### src/rtl/dbus_wb_bridge_if.sv
// CPU data-bus and Wishbone B.3 classic signals seen by dbus_wb_bridge.
// master: the bridge's view; slave: the CPU pipeline plus Wishbone slave side.
interface dbus_wb_bridge_if;
  logic        cpu_ce_i;
  logic        cpu_we_i;
  logic [31:0] cpu_addr_i;
  logic [3:0]  cpu_sel_i;
  logic [31:0] cpu_data_i;
  logic [31:0] cpu_data_o;
  logic        stallreq_o;
  logic        stall_i;
  logic        flush_i;
  logic [31:0] wb_adr_o;
  logic [31:0] wb_dat_o;
  logic [31:0] wb_dat_i;
  logic        wb_we_o;
  logic [3:0]  wb_sel_o;
  logic        wb_stb_o;
  logic        wb_cyc_o;
  logic        wb_ack_i;
  logic        bus_err_o;

  modport master (
    input  cpu_ce_i, cpu_we_i, cpu_addr_i, cpu_sel_i, cpu_data_i, stall_i, flush_i,
    input  wb_dat_i, wb_ack_i,
    output cpu_data_o, stallreq_o, bus_err_o,
    output wb_adr_o, wb_dat_o, wb_we_o, wb_sel_o, wb_stb_o, wb_cyc_o
  );

  modport slave (
    output cpu_ce_i, cpu_we_i, cpu_addr_i, cpu_sel_i, cpu_data_i, stall_i, flush_i,
    output wb_dat_i, wb_ack_i,
    input  cpu_data_o, stallreq_o, bus_err_o,
    input  wb_adr_o, wb_dat_o, wb_we_o, wb_sel_o, wb_stb_o, wb_cyc_o
  );
endinterface

### src/rtl/dbus_wb_bridge.sv
// CPU data-bus to Wishbone B.3 classic master bridge, one access in flight.
// Stalls the pipeline until ack, flush or timeout; a timeout pulses bus_err_o and returns zero data.
module dbus_wb_bridge #(
  parameter int unsigned TIMEOUT = 256  // legal 2..65535
) (
  input  logic             clk,
  input  logic             rst,
  dbus_wb_bridge_if.master bus
);
  typedef enum logic [1:0] {IDLE = 2'd0, BUSY = 2'd1, WAIT_STALL = 2'd2} state_t;

  localparam logic [15:0] CNT_LAST = 16'(TIMEOUT - 1);

  state_t      r_state;
  logic [15:0] r_cnt;
  logic [31:0] r_rd_buf;

  logic w_busy;
  logic w_expire;
  logic w_ack;
  logic w_flush_abort;
  logic w_timeout;
  logic w_drop;

  // Ack beats flush, flush beats timeout (an abandoned cycle is not an error).
  assign w_busy        = (r_state == BUSY);
  assign w_expire      = (r_cnt == CNT_LAST);
  assign w_ack         = w_busy && bus.wb_ack_i;
  assign w_flush_abort = w_busy && !bus.wb_ack_i && bus.flush_i;
  assign w_timeout     = w_busy && !bus.wb_ack_i && !bus.flush_i && w_expire;
  assign w_drop        = w_ack || w_flush_abort || w_timeout;

  always_ff @(posedge clk) begin
    if (rst) begin
      r_state       <= IDLE;
      r_cnt         <= '0;
      r_rd_buf      <= '0;
      bus.wb_cyc_o  <= 1'b0;
      bus.wb_stb_o  <= 1'b0;
      bus.wb_we_o   <= 1'b0;
      bus.wb_sel_o  <= '0;
      bus.wb_adr_o  <= '0;
      bus.wb_dat_o  <= '0;
      bus.bus_err_o <= 1'b0;
    end else begin
      bus.bus_err_o <= 1'b0;
      case (r_state)
        IDLE: begin
          if (bus.cpu_ce_i && !bus.flush_i) begin
            bus.wb_adr_o <= bus.cpu_addr_i;
            bus.wb_dat_o <= bus.cpu_data_i;
            bus.wb_we_o  <= bus.cpu_we_i;
            bus.wb_sel_o <= bus.cpu_sel_i;
            bus.wb_cyc_o <= 1'b1;
            bus.wb_stb_o <= 1'b1;
            r_cnt        <= '0;
            r_state      <= BUSY;
          end
        end
        BUSY: begin
          if (w_drop) begin
            bus.wb_cyc_o  <= 1'b0;
            bus.wb_stb_o  <= 1'b0;
            bus.wb_we_o   <= 1'b0;
            bus.wb_sel_o  <= '0;
            bus.wb_adr_o  <= '0;
            bus.wb_dat_o  <= '0;
            bus.bus_err_o <= w_timeout;
            if (!w_flush_abort) begin
              r_rd_buf <= w_ack ? bus.wb_dat_i : 32'h0;
            end
            r_state <= (bus.stall_i && !w_flush_abort) ? WAIT_STALL : IDLE;
          end else if (r_cnt != 16'hFFFF) begin
            r_cnt <= r_cnt + 16'd1;
          end
        end
        WAIT_STALL: begin
          if (!bus.stall_i || bus.flush_i) begin
            r_state <= IDLE;
          end
        end
        default: r_state <= IDLE;
      endcase
    end
  end

  always_comb begin
    bus.stallreq_o = 1'b0;
    bus.cpu_data_o = '0;
    if (!rst) begin
      case (r_state)
        IDLE: bus.stallreq_o = bus.cpu_ce_i && !bus.flush_i;
        BUSY: begin
          bus.stallreq_o = !(bus.wb_ack_i || w_expire) && !bus.flush_i;
          if (bus.wb_ack_i) begin
            bus.cpu_data_o = bus.wb_dat_i;
          end
        end
        WAIT_STALL: bus.cpu_data_o = r_rd_buf;
        default: bus.stallreq_o = 1'b0;
      endcase
    end
  end
endmodule

### src/flat_wrapper.sv
// flat-port wrapper written by rule: the top's interface ports become plain ports
module dbus_wb_bridge_flat 
#(
  parameter int unsigned TIMEOUT = 256                   
)
  (clk, rst, bus_cpu_ce_i, bus_cpu_we_i, bus_cpu_addr_i, bus_cpu_sel_i, bus_cpu_data_i, bus_stall_i, bus_flush_i, bus_wb_dat_i, bus_wb_ack_i, bus_cpu_data_o, bus_stallreq_o, bus_bus_err_o, bus_wb_adr_o, bus_wb_dat_o, bus_wb_we_o, bus_wb_sel_o, bus_wb_stb_o, bus_wb_cyc_o);
  dbus_wb_bridge_if bus_i ();
  input  logic clk;
  input  logic rst;
  input wire logic [$bits(bus_i.cpu_ce_i)-1:0] bus_cpu_ce_i;
  input wire logic [$bits(bus_i.cpu_we_i)-1:0] bus_cpu_we_i;
  input wire logic [$bits(bus_i.cpu_addr_i)-1:0] bus_cpu_addr_i;
  input wire logic [$bits(bus_i.cpu_sel_i)-1:0] bus_cpu_sel_i;
  input wire logic [$bits(bus_i.cpu_data_i)-1:0] bus_cpu_data_i;
  input wire logic [$bits(bus_i.stall_i)-1:0] bus_stall_i;
  input wire logic [$bits(bus_i.flush_i)-1:0] bus_flush_i;
  input wire logic [$bits(bus_i.wb_dat_i)-1:0] bus_wb_dat_i;
  input wire logic [$bits(bus_i.wb_ack_i)-1:0] bus_wb_ack_i;
  output wire logic [$bits(bus_i.cpu_data_o)-1:0] bus_cpu_data_o;
  output wire logic [$bits(bus_i.stallreq_o)-1:0] bus_stallreq_o;
  output wire logic [$bits(bus_i.bus_err_o)-1:0] bus_bus_err_o;
  output wire logic [$bits(bus_i.wb_adr_o)-1:0] bus_wb_adr_o;
  output wire logic [$bits(bus_i.wb_dat_o)-1:0] bus_wb_dat_o;
  output wire logic [$bits(bus_i.wb_we_o)-1:0] bus_wb_we_o;
  output wire logic [$bits(bus_i.wb_sel_o)-1:0] bus_wb_sel_o;
  output wire logic [$bits(bus_i.wb_stb_o)-1:0] bus_wb_stb_o;
  output wire logic [$bits(bus_i.wb_cyc_o)-1:0] bus_wb_cyc_o;
  assign bus_i.cpu_ce_i = bus_cpu_ce_i;
  assign bus_i.cpu_we_i = bus_cpu_we_i;
  assign bus_i.cpu_addr_i = bus_cpu_addr_i;
  assign bus_i.cpu_sel_i = bus_cpu_sel_i;
  assign bus_i.cpu_data_i = bus_cpu_data_i;
  assign bus_i.stall_i = bus_stall_i;
  assign bus_i.flush_i = bus_flush_i;
  assign bus_i.wb_dat_i = bus_wb_dat_i;
  assign bus_i.wb_ack_i = bus_wb_ack_i;
  assign bus_cpu_data_o = bus_i.cpu_data_o;
  assign bus_stallreq_o = bus_i.stallreq_o;
  assign bus_bus_err_o = bus_i.bus_err_o;
  assign bus_wb_adr_o = bus_i.wb_adr_o;
  assign bus_wb_dat_o = bus_i.wb_dat_o;
  assign bus_wb_we_o = bus_i.wb_we_o;
  assign bus_wb_sel_o = bus_i.wb_sel_o;
  assign bus_wb_stb_o = bus_i.wb_stb_o;
  assign bus_wb_cyc_o = bus_i.wb_cyc_o;
  dbus_wb_bridge #(.TIMEOUT(TIMEOUT)) u_core (.clk(clk), .rst(rst), .bus(bus_i));
endmodule
### config.mk
export PLATFORM = sky130hd
export DESIGN_NAME = dbus_wb_bridge_flat
export DESIGN_NICKNAME = d
export VERILOG_FILES = /design/src/rtl/dbus_wb_bridge_if.sv /design/src/rtl/dbus_wb_bridge.sv /design/src/flat_wrapper.sv
export SDC_FILE = /design/constraint.sdc
export NUM_CORES = 1
export LEC_CHECK = 0
export BUFFER_PORTS_ARGS = -buffer_cell sky130_fd_sc_hd__buf_2
export CAP_MARGIN = 10
export CORE_ASPECT_RATIO = 0.9
export CORE_UTILIZATION = 29
export CTS_CLUSTER_SIZE = 12
export DETAILED_ROUTE_END_ITERATION = 8
export PLACE_DENSITY = 0.53
export SLEW_MARGIN = 30
export SYNTH_ARGS = -nofsm -noshare
export SYNTH_HDL_FRONTEND = slang
export SYNTH_SLANG_ARGS = --single-unit
### constraint.sdc
create_clock -name clk -period 2.8 [get_ports clk]
set_input_delay 0.28 -clock clk [delete_from_list [all_inputs] [get_ports clk]]
set_output_delay 0.28 -clock clk [all_outputs]
set_load 0.01 [all_outputs]
==> Word level (Yosys, flattened, before mapping) <==
Index checks and enable logic that the tools add are counted.
{ "totals": {"ff_bits": 121, "input_bits": 107, "out_inout_bits": 105, "elab_cells": 74} }
{ "op_classes": {"addsub": 1, "n_eq_ne": 9, "n_mux": 28, "n_bitwise": 3, "reduce_logical": 24} }
{ "ops": {"columns": ["op", "count"], "rows": [
  ["$mux 32", 6],
  ["$pmux 32 s2", 3],
  ["$mux 16", 3],
  ["$pmux 16 s2", 1],
  ["$add 16x1->16 const B", 1],
  ["$eq 16x8->1 const B", 1],
  ["$ne 16x16->1 const B", 1],
  ["$reduce_and 3->1", 3],
  ["$logic_and 1x1->1", 8],
  ["$mux 2", 4],
  ["$mux 4", 2],
  ["$pmux 4 s2", 1],
  ["$ne 2x2->1 const B", 3],
  ["$pmux 1 s2", 3],
  ["$pmux 2 s3", 1],
  ["$logic_not 1->1", 5],
  ["$logic_or 1x1->1", 4],
  ["$mux 1", 4],
  ["$ne 2x1->1 const B", 2],
  ["$reduce_and 4->1", 1],
  ["$not 1->1", 3],
  ["$reduce_or 3->1", 1],
  ["$eq 2x1->1 const B", 1],
  ["$eq 2x2->1 const B", 1],
  ["2 further kinds", 2]
]} }

==> Depth between registers and ports, before layout <==
Gate-level depths: netlist of run 1.
{ "depth": {"ltp_word": 8, "mapped_depth": 8, "mapped_depth_nobuf": 7} }

==> Worst setup path before layout of run 1 <==
Ideal clock, no wire load.
{ "synth_timing": {"kind": "register to register", "start": "register u_core.r_cnt[12]", "end": "register u_core.bus.wb_adr_o[0]", "setup_ps": 117, "arrival_time_ps": 2060, "required_time_ps": 2683, "path_slack_ps": 623, "stages_incl_launch_ff": 7, "path_buffers": 1, "synth_period_minus_slack_ps": 2177, "path_cell_list": "dfxtp_1 > or4_4 > or4_4 > a21oi_1 > nor3_2 > buf_6 > a22o_1"} }
{ "synth_via": {"elab_chain_cells": 5} }
{ "synth_lines": {"columns": ["element", "line_no", "text"], "rows": [
  ["start, declared", "dbus_wb_bridge.sv:15", "logic [15:0] r_cnt;"],
  ["start signal, assigned", "dbus_wb_bridge.sv:74", "r_cnt <= r_cnt + 16'd1;"],
  ["$eq 16x8->1", "dbus_wb_bridge.sv:27", "assign w_expire = (r_cnt == CNT_LAST);"],
  ["$logic_and 1x1->1", "dbus_wb_bridge.sv:30", "assign w_timeout = w_busy && !bus.wb_ack_i && !bus.flush_i && w_expire;"],
  ["$logic_or 1x1->1", "dbus_wb_bridge.sv:31", "assign w_drop = w_ack || w_flush_abort || w_timeout;"],
  ["$ne 2x2->1 (no line)", null, null],
  ["$reduce_and 3->1 (no line)", null, null],
  ["end signal, assigned", "dbus_wb_bridge.sv:50", "bus.wb_adr_o <= bus.cpu_addr_i;"],
  ["end, declared", "dbus_wb_bridge_if.sv:27", "output wb_adr_o, wb_dat_o, wb_we_o, wb_sel_o, wb_stb_o, wb_cyc_o"]
]} }
Every way passes these cells.
A chain may end at the register's enable or synchronous reset.

==> Worst setup path in the final report of run 1 <==
{ "layout_timing": {"start": "register u_core.r_cnt[15]", "end": "output bus_stallreq_o"} }
{ "layout_via": {"elab_chain_cells": 6} }
{ "layout_lines": {"columns": ["element", "line_no", "text"], "rows": [
  ["$eq 16x8->1", "dbus_wb_bridge.sv:27", null],
  ["$logic_or 1x1->1", "dbus_wb_bridge.sv:94", "bus.stallreq_o = !(bus.wb_ack_i || w_expire) && !bus.flush_i;"],
  ["$logic_not 1->1", "dbus_wb_bridge.sv:94", null],
  ["$logic_and 1x1->1", "dbus_wb_bridge.sv:94", null],
  ["$pmux 1 s2", "dbus_wb_bridge.sv:91", "case (r_state)"],
  ["$mux 1", "dbus_wb_bridge.sv:90", "if (!rst) begin"],
  ["end, declared", "flat_wrapper.sv:20", "output wire logic [$bits(bus_i.stallreq_o)-1:0] bus_stallreq_o;"]
]} }
Every way passes these cells.

==> impl_metrics.yaml, run 1 <==
status:
  run_status: "complete, no violations"
cells_and_area:
  antenna_cells_inserted: 0
  net_count_final: 775
  post-route-util_pct: 41.2
  filler_cell_count: 1562
  syn_to_final_growth_pct: 39.2
  share_of_layout_cells_above_drive_strength_1_pct: 39.9
grt:
  first_global_vias: 4113
  grt_overflow: 0
  antenna_violations_before_repair: 0
  pin_count_of_the_biggest_net_entering_global_routing: 71
  grt_use_total_pct: 15.1
  grt_first_pass_wirelength_mm: 20.0
setup_path:
  critical-path-slowest-cell: "or4_4"
  setup_crit_path_kind: "reg -> out"
  arrival_ns: 2.41
  crit_top_cell: "or4_4"
  crit_chain: "or4_4, or4_4, and2_1, a21oi_1, nor3_1, buf_2"
  startpoint_type: "flip-flop"
  cp_max_fo: 5
  crit_end_category: "output port"
  slowest_delay_ns: 0.57
  cp.required_ns: 2.52
route:
  postRouteAntennaNets: 0
  wire_length_after_detailed_routing_mm: 13.3
  vias_per_cell: 5.04
  total_iterations_of_the_first_detailed_routing_run: 5
  dr_total_vias: 4457
  detailedRoute.firstIterationViolations: 152
  post-route-drc-count: 0
  wirelength_per_cell_um: 15.0
floorplanning:
  start_util_pct: 29.6
  die_width_um: 137
  floorplan.rows: 44
  die_area_mm2: 0.0169
  die-height_um: 124
  ioPinCount: 212
  core_region_area_mm2: 0.0161
clock_tree:
  clk_path_buf_depth: 2
  clock-root-buffer: "clkbuf_16"
  cts.hold.buffers_added: 0
  cts.sinks: 121
  clkLatencyLatePin_ns: 0.41
  cts-buffers-inserted: 17
  clock_tree_from_tritoncts: "built"
  clk_pin_slew_worst_paths_ns: 0.06
  cts.htree.levels: 4
sta:
  setup-violations-final: 0
  tightestPinTransition_ns: 0.872
  period_needed_ns: 2.69
  timing_max_transition_violations_final: 0
  layout_worst_path_cycle_share_pct: 96.1
  max-slew-margin-rel_pct: 41.7
  timing.fmax_mhz: 371
  skew_ns: 0.0143
  timing.setup.tns_ns: 0
  rsz0062_at_grt: "no"
  hold_viol: 0
synthesis:
  yosys.cell_types.count: 47
  post_synthesis_cells: 460
  synth_largest_area_cell: "dfxtp_1"
  syn_nets: 571
  postSynthAreaPerCell_um2: 10.3
  share_of_the_yosys_chip_area_belonging_to_registers_pct: 50.9
  number_of_flops_mapped_to_enable_cells_by_yosys: 0
  syn_area_mm2: 0.00476
  postSynthRegisterBits: 121
  synth_ff_type: "dfxtp_1"
  synth_top_cells_by_area: "dfxtp_1, a22o_1, a22oi_1"
  synth.top_cell.area_share_pct: 50.9
  dominant_cell_by_count_in_the_synthesized_netlist: "dfxtp_1"
  commonest_cells_in_the_synthesized_netlist: "dfxtp_1, a22o_1, nor2_1"
  yosys_warnings: 0
  async_flop_share_pct: 0
worst_hold_path:
  worstHoldPathType: "in -> reg"
pwr:
  vdd_drop_max_mv: 0.562
  power.leakage_nw: 3.01
  cellPowerDensity_mw_per_mm2: 664
placed_design:
  io_buffers: 211
  globalplace.congestion: 0.777
  hpwl_mm: 9.17
flow_run:
  drv_cap: 0
==> placed cells by master (no fill, tap or decap), types with 4 or more instances in the layout <==
cell,Yosys,layout
nand4_1,6,6
and2_1,5,4
nor4_1,5,5
dfxtp_1,121,120
nand2b_1,6,6
inv_6,0,7
o21ai_0,6,6
a22oi_1,32,32
nand3_1,5,5
and3_1,4,4
o22a_1,7,7
ha_1,4,4
clkbuf_16,0,17
buf_12,0,4
buf_2,3,211
a21o_1,4,4
inv_1,4,4
nand2_1,15,15
nor2_1,40,39
nor3_1,7,7
nor2b_1,5,4
a22o_1,101,101
a21oi_1,5,4
buf_4,2,10
==> registers in the layout, indices dropped and copies added (netlist names) <==
| register | count |
|---|---|
| u_core.r_cnt | 16 |
| u_core.bus.wb_stb_o | 1 |
| u_core.bus.wb_adr_o | 32 |
| u_core.r_state | 2 |
| u_core.bus.wb_sel_o | 4 |
| u_core.r_rd_buf | 32 |
| u_core.bus.wb_dat_o | 32 |
| u_core.bus.bus_err_o | 1 |
| u_core.bus.wb_we_o | 1 |
==> worst paths after layout <==
kind | startpoint | end | slack, ns | cells after the start
max reg2reg | u_core.r_cnt[15] | u_core.bus.wb_dat_o[4] | 0.31 | 6
min | bus_cpu_data_i[0] | u_core.bus.wb_dat_o[0] | 0.08 | 2
max | u_core.r_cnt[15] | bus_stallreq_o | 0.11 | 6
min reg2reg | u_core.bus.wb_adr_o[8] | u_core.bus.wb_adr_o[8] | 0.47 | 1
==> worst max-delay path: cells and delay by family (launching register included) <==
| family | cells | cell delay [ns] |
|---|---|---|
| AND/OR/NAND/NOR | 4 | 1.41 |
| flip-flops | 1 | 0.33 |
| buffers and inverters | 1 | 0.16 |
| AO/OA/AOI/OAI | 1 | 0.12 |
==> stage by stage <==
| step | hold WS, ns | setup slack [ns] | power (mW) | cell area [µm²] | std cells |
|---|---|---|---|---|---|
| final | 0.0778 | 0.108 | 4.40 | 6620 | 884 |
| after global routing | 0.0609 | 0.00736 | 4.60 | 6620 | 884 |
| after CTS | 0.0579 | 0.0517 | 4.46 | 6620 | 884 |
| after detailed placement | 0.458 | 0.295 | 2.27 | 6030 | 852 |
| after global placement | 0.456 | 0.307 | 2.27 | 6030 | 852 |
| after floorplan | 0.405 | 0.623 | 2.08 | 4760 | 460 |
==> routing by layer <==
metal | GRT usage (%) | share of wire (%)
met4 | 5.98 | 0.91
met5 | 0 | 0
met3 | 5.99 | 9.6
met2 | 23.8 | 46
met1 | 18.2 | 43
==> cell families (layout without fill, tap and decap cells) <==
group | count (synthesis) | in the layout | synth area share (%)
multiplexers | 4 | 4 | 0.868
AND/OR/NAND/NOR | 114 | 114 | 12.6
AO/OA/AOI/OAI | 173 | 173 | 29.8
flip-flops | 121 | 121 | 50.9
adder cells (fa/ha/maj) | 4 | 4 | 1.05
buffers and inverters | 44 | 261 | 4.81
==> report_power, final <==
group / switching, mW / internal, mW
Combinational: 0.215 / 0.187
Sequential: 0.0377 / 1.80
Clock: 0.831 / 1.33
Total: 1.08 / 3.31
==> final cells by class <==
cell class | count | area (µm²) | area share [%]
inverter | 4 | 15.0 | 0.227
clock buffer | 18 | 429 | 6.48
sequential | 121 | 2420 | 36.6
tap | 207 | 259 | 3.91
clock inverter | 14 | 159 | 2.40
multi-input combinational | 295 | 2130 | 32.1
timing repair buffer | 225 | 1210 | 18.3
==> what timing repair did <==
item,4_1_cts,5_1_grt
endpoints found under the setup margin,0,4
buffers inserted,0,0
gates resized for setup,0,2
(Power assumes the default switching activity.)
==> run 2: changes to the inputs <==
Settings changed: PLACE_DENSITY 0.53 to 0.6.
==> run 2 against run 1 <==
  * Global-route usage rose by 0.60 points
  * Highest routed layer unchanged
  * Non-clock buffer count rose by 1
  * Via count rose by 2.0%
  * Core utilization rose by 0.22 points
==> impl_metrics.yaml, run 2 (synthesized netlist as in run 1, its figures left out) <==
setup_path:
  arrival_ns: 2.46
  crit_chain: "or4_4, or4_4, and2_4, a21oi_1, nor3_2, buf_2"
  crit_end_category: "output port"
  startpoint_type: "flip-flop"
  worst-path-buf-inv: 1
  cp.required_ns: 2.52
  setup_crit_path_kind: "reg -> out"
  path_delay_family: "simple AND/OR/NAND/NOR gates"
  critical-path-slowest-cell: "or4_4"
  slowest_delay_ns: 0.57
  crit_top_cell: "or4_4"
  cp_max_fo: 7
clock_tree:
  clkLatencyLatePin_ns: 0.42
  clk_pin_slew_worst_paths_ns: 0.06
  cts.htree.levels: 4
  clock_tree_from_tritoncts: "built"
  clk_path_buf_depth: 2
  cts.sinks: 121
  cts-buffers-inserted: 17
  clock-root-buffer: "clkbuf_16"
cells_and_area:
  syn_to_final_growth_pct: 40.0
  reg_top3: "u_core.bus.wb_adr_o (32), u_core.bus.wb_dat_o (32), u_core.r_rd_buf (32)"
  share_of_layout_cells_above_drive_strength_1_pct: 40.4
  layout.cells.most_common: "buf_2"
  stdcell_count: 886
  layout.cells.most_common_list: "buf_2, dfxtp_1, a22o_1"
  net_count_final: 776
  filler_cell_count: 1555
pwr:
  cellPowerDensity_mw_per_mm2: 685
  power.leakage_nw: 3.03
  vdd_drop_max_mv: 0.472
sta:
  period_needed_ns: 2.74
  skew_ns: 0.0145
  timing.setup.tns_ns: 0
  hold_viol: 0
  setup-violations-final: 0
  max-slew-margin-rel_pct: 44.3
  layout_worst_path_cycle_share_pct: 97.8
  rsz0062_at_grt: "no"
  timing_max_transition_violations_final: 0
  tightestPinTransition_ns: 0.833
  timing.fmax_mhz: 365
worst_hold_path:
  worstHoldPathType: "in -> reg"
grt:
  grtUsageMet2_pct: 24.4
  pin_count_of_the_biggest_net_entering_global_routing: 54
  first_global_vias: 4154
  grt.busiest_layer: "met2"
  grtUsageMet1_pct: 18.5
  antenna_violations_before_repair: 1
  grt_use_total_pct: 15.7
  grt_overflow: 0
  grt_first_pass_wirelength_mm: 20.4
  grtUsageMet3_pct: 6.72
route:
  post-route-drc-count: 0
  postRouteAntennaNets: 0
  wire_length_after_detailed_routing_mm: 13.4
  vias_per_cell: 5.13
  dr_total_vias: 4545
  total_iterations_of_the_first_detailed_routing_run: 4
  wirelength_per_cell_um: 15.2
  detailedRoute.firstIterationViolations: 209
floorplanning:
  floorplan.rows: 44
  die_area_mm2: 0.0169
  die-height_um: 124
  die_width_um: 137
  core_region_area_mm2: 0.0161
  ioPinCount: 212
  start_util_pct: 29.6
status:
  run_status: "complete, no violations"
placed_design:
  globalplace.congestion: 0.847
  hpwl_mm: 9.41
  post-place-cells: 852
  io_buffers: 211
flow_run:
  drv_cap: 0
run 2: final cells by class:
| type | instances | area (µm²) | share of cell area, % |
|---|---|---|---|
| Sequential cell | 121 | 2420 | 36.4 |
| Multi-Input combinational cell | 295 | 2140 | 32.1 |
| Timing Repair Buffer | 226 | 1190 | 17.9 |
| Clock buffer | 17 | 425 | 6.39 |
| Tap cell | 207 | 259 | 3.89 |
| Clock inverter | 15 | 204 | 3.06 |
| Inverter | 4 | 15.0 | 0.225 |
| Antenna cell | 1 | 2.50 | 0.0376 |
run 2: metrics by stage:
stage | power (mW) | area [µm²] | worst slack [ns] | hold WS (ns) | utilization, %
after global routing | 4.76 | 6660 | 0.00340 | 0.0476 | 41.4
after CTS | 4.62 | 6640 | 0.0196 | 0.0480 | 41.3
after global placement | 2.26 | 6010 | 0.351 | 0.453 | 37.4
after detailed placement | 2.27 | 6010 | 0.297 | 0.458 | 37.4
after floorplan | 2.08 | 4760 | 0.623 | 0.405 | -
final | 4.56 | 6660 | 0.0619 | 0.0659 | 41.4
run 2: timing repair:
action | CTS | global route
gates resized for setup | 1 | 2
buffers inserted | 0 | 1
hold buffers | 0 | 0
endpoints found under the setup margin | 1 | 1
pin swaps | 1 | 1
run 2: routing by layer:
metal / routed length [µm] / share of wire (%)
met5: 0 / 0
met4: 291 / 2.2
met2: 5980 / 44
met3: 1430 / 11
met1: 5740 / 43
run 2: power breakdown:
part           total [mW]  switching, mW  internal [mW]
Sequential           1.83         0.0383           1.79
Clock                2.33          0.890           1.44
Combinational       0.400          0.215          0.185
Total                4.56           1.14           3.42
run 2: final timing paths:
kind	from	to	slack, ns	cells after the start
setup / recovery	u_core.r_cnt[12]	bus_stallreq_o	0.06	6
hold / removal	bus_cpu_addr_i[16]	u_core.bus.wb_adr_o[16]	0.07	2
hold reg to reg	u_core.bus.wb_adr_o[26]	u_core.bus.wb_adr_o[26]	0.47	1
setup reg to reg	u_core.r_cnt[12]	u_core.bus.wb_dat_o[18]	0.18	7
run 2: worst register-to-register path, delay by kind of cell (launching register included):
kind	cells	cell delay, ns
simple gates	3	1.26
buf+inv	2	0.40
flops	1	0.35
compound gates	2	0.50
==> run 3: changes to the inputs <==
Settings changed: CELL_PAD_IN_SITES_DETAIL_PLACEMENT set to 0, CELL_PAD_IN_SITES_GLOBAL_PLACEMENT set to 1, CORE_MARGIN set to 5, PLACE_DENSITY 0.6 to 0.74.
==> run 3 against run 2 <==
  * Combinational power up 1%
  * Core utilization shrank 0.39 points
  * Power shrank 3.0%
  * Clock skew down 0.00063 ns
  * Global-route usage fell by 1.3 points
  * First-iteration DRC count grew 35%
  * Non-clock buffer count unchanged
  * Setup slack better by 0.023 ns
  * Flip-flop and latch count unchanged
  * Critical endpoint unchanged
==> impl_metrics.yaml, run 3 (synthesized netlist as in run 1, its figures left out) <==
placed_design:
  post-place-cells: 853
  globalplace.congestion: 0.804
  place_area_mm2: 0.00602
  hpwl_mm: 10.0
  io_buffers: 211
setup_path:
  arrival_ns: 2.44
  cp-startpoint: "u_core.r_cnt[12]"
  cp.required_ns: 2.52
  startpoint_type: "flip-flop"
  cp_max_fo: 7
  crit-reg2reg-launch: "u_core.r_cnt[12]"
  crit_end_category: "output port"
  setup_crit_path_kind: "reg -> out"
  worst-r2r-cell-count: 7
sta:
  layout_worst_path_cycle_share_pct: 97.0
  timing.setup.tns_ns: 0
  period_needed_ns: 2.72
  timing.fmax_mhz: 368
  hold_viol: 0
  tightestPinTransition_ns: 0.533
  skew_ns: 0.0139
  max-slew-margin-rel_pct: 64.4
  setup-violations-final: 0
  timing_max_transition_violations_final: 0
  rsz0062_at_grt: "no"
clock_tree:
  cts.repair.resized: 0
  clock_tree_from_tritoncts: "built"
  cts.htree.levels: 4
  clk_path_buf_depth: 2
  clock-root-buffer: "clkbuf_16"
  clk_pin_slew_worst_paths_ns: 0.06
  cts.sinks: 121
  cts.hold.buffers_added: 0
  clkLatencyLatePin_ns: 0.41
  cts-buffers-inserted: 17
  post_cts_buffers: 0
cells_and_area:
  layout.cells.most_common_list: "buf_2, dfxtp_1, a22o_1"
  net_count_final: 776
  stdcell_count: 885
  layout.area.seq_mm2: 0.00242
  multiInputGateArea_mm2: 0.00213
  antenna_cells_inserted: 0
  post-route-util_pct: 41.0
  reg_top3: "u_core.bus.wb_adr_o (32), u_core.bus.wb_dat_o (32), u_core.r_rd_buf (32)"
  share_of_layout_cells_above_drive_strength_1_pct: 39.8
  layout.cells.most_common: "buf_2"
  filler_cell_count: 1553
  stdcell_area_mm2: 0.00662
  syn_to_final_growth_pct: 39.1
worst_hold_path:
  worstHoldPathType: "in -> reg"
  holdPathStages: 2
  worstHoldStart: "bus_cpu_data_i[7]"
pwr:
  clkPwrFrac_pct: 49.4
  vdd_drop_max_mv: 0.691
  p_int_mw: 3.33
  power_frac_comb_pct: 9.1
  p_switching_mw: 1.09
  net_switching_share_of_the_total_power_pct: 24.7
  power.leakage_nw: 3.02
  cellPowerDensity_mw_per_mm2: 668
  share_seq_of_total_power_pct: 41.4
route:
  vias_per_cell: 5.15
  post-route-drc-count: 0
  wirelength_per_cell_um: 16.0
  total_iterations_of_the_first_detailed_routing_run: 5
  postRouteAntennaNets: 0
  dr_total_vias: 4558
  detailedRoute.firstIterationViolations: 283
  wire_length_after_detailed_routing_mm: 14.2
floorplanning:
  die_width_um: 145
  ioPinCount: 212
  die_area_mm2: 0.0191
  core_region_area_mm2: 0.0161
  start_util_pct: 29.5
  die-height_um: 132
  floorplan.rows: 44
grt:
  antenna_violations_before_repair: 1
  first_global_vias: 4381
  grt_first_pass_wirelength_mm: 22.9
  grt_use_total_pct: 14.3
  grt_overflow: 0
  pin_count_of_the_biggest_net_entering_global_routing: 71
status:
  run_status: "complete, no violations"
flow_run:
  drv_cap: 0
-- run 3: layer usage --
metal	global-route usage [%]	share of wire, %	vias up	wire length [µm]
li1	-	-	2185	-
met2	21.5	44	231	6240
met3	5.75	9.5	13	1350
met1	19.1	46	2127	6490
met4	3.87	0.78	2	110
met5	0	0.092	-	13
-- run 3: final cells by class --
class,instances,area share [%]
tap,207,3.91
clock buffer,18,6.64
inverter,4,0.227
sequential,121,36.6
multi-input combinational,295,32.1
timing repair buffer,226,18.1
clock inverter,14,2.36
-- run 3: final timing paths --
| path | slack, ns | end |
|---|---|---|
| hold reg to reg | 0.47 | u_core.bus.wb_dat_o[17] |
| setup / recovery | 0.08 | bus_stallreq_o |
| hold / removal | 0.07 | u_core.bus.wb_dat_o[7] |
| setup reg to reg | 0.20 | u_core.bus.wb_dat_o[24] |
-- run 3: metrics by stage --
stage	power, mW	hold WS [ns]	worst slack [ns]
after global placement	2.26	0.456	0.316
after floorplan	2.08	0.405	0.623
after CTS	4.48	0.0549	0.0494
after detailed placement	2.27	0.460	0.211
after global routing	4.60	0.0611	0.00140
final	4.42	0.0725	0.0848
-- run 3: worst max-delay path, stage by stage, from the launching register on --
cell and delay [ns]:
dfxtp_1 0.36, or4_4 0.54, or4_4 0.57, and2_1 0.22
a21oi_1 0.13, nor3_1 0.05, buf_2 0.16
-- run 3: power groups by stage --
| stage | clock (mW) | combinational [mW] | sequential, mW |
|---|---|---|---|
| final | 2.19 | 0.404 | 1.83 |
| after global routing | 2.32 | 0.441 | 1.84 |
| after CTS | 2.24 | 0.408 | 1.83 |
| after detailed placement | 0 | 0.404 | 1.87 |
| after global placement | 0 | 0.396 | 1.87 |
| after floorplan | 0 | 0.189 | 1.89 |
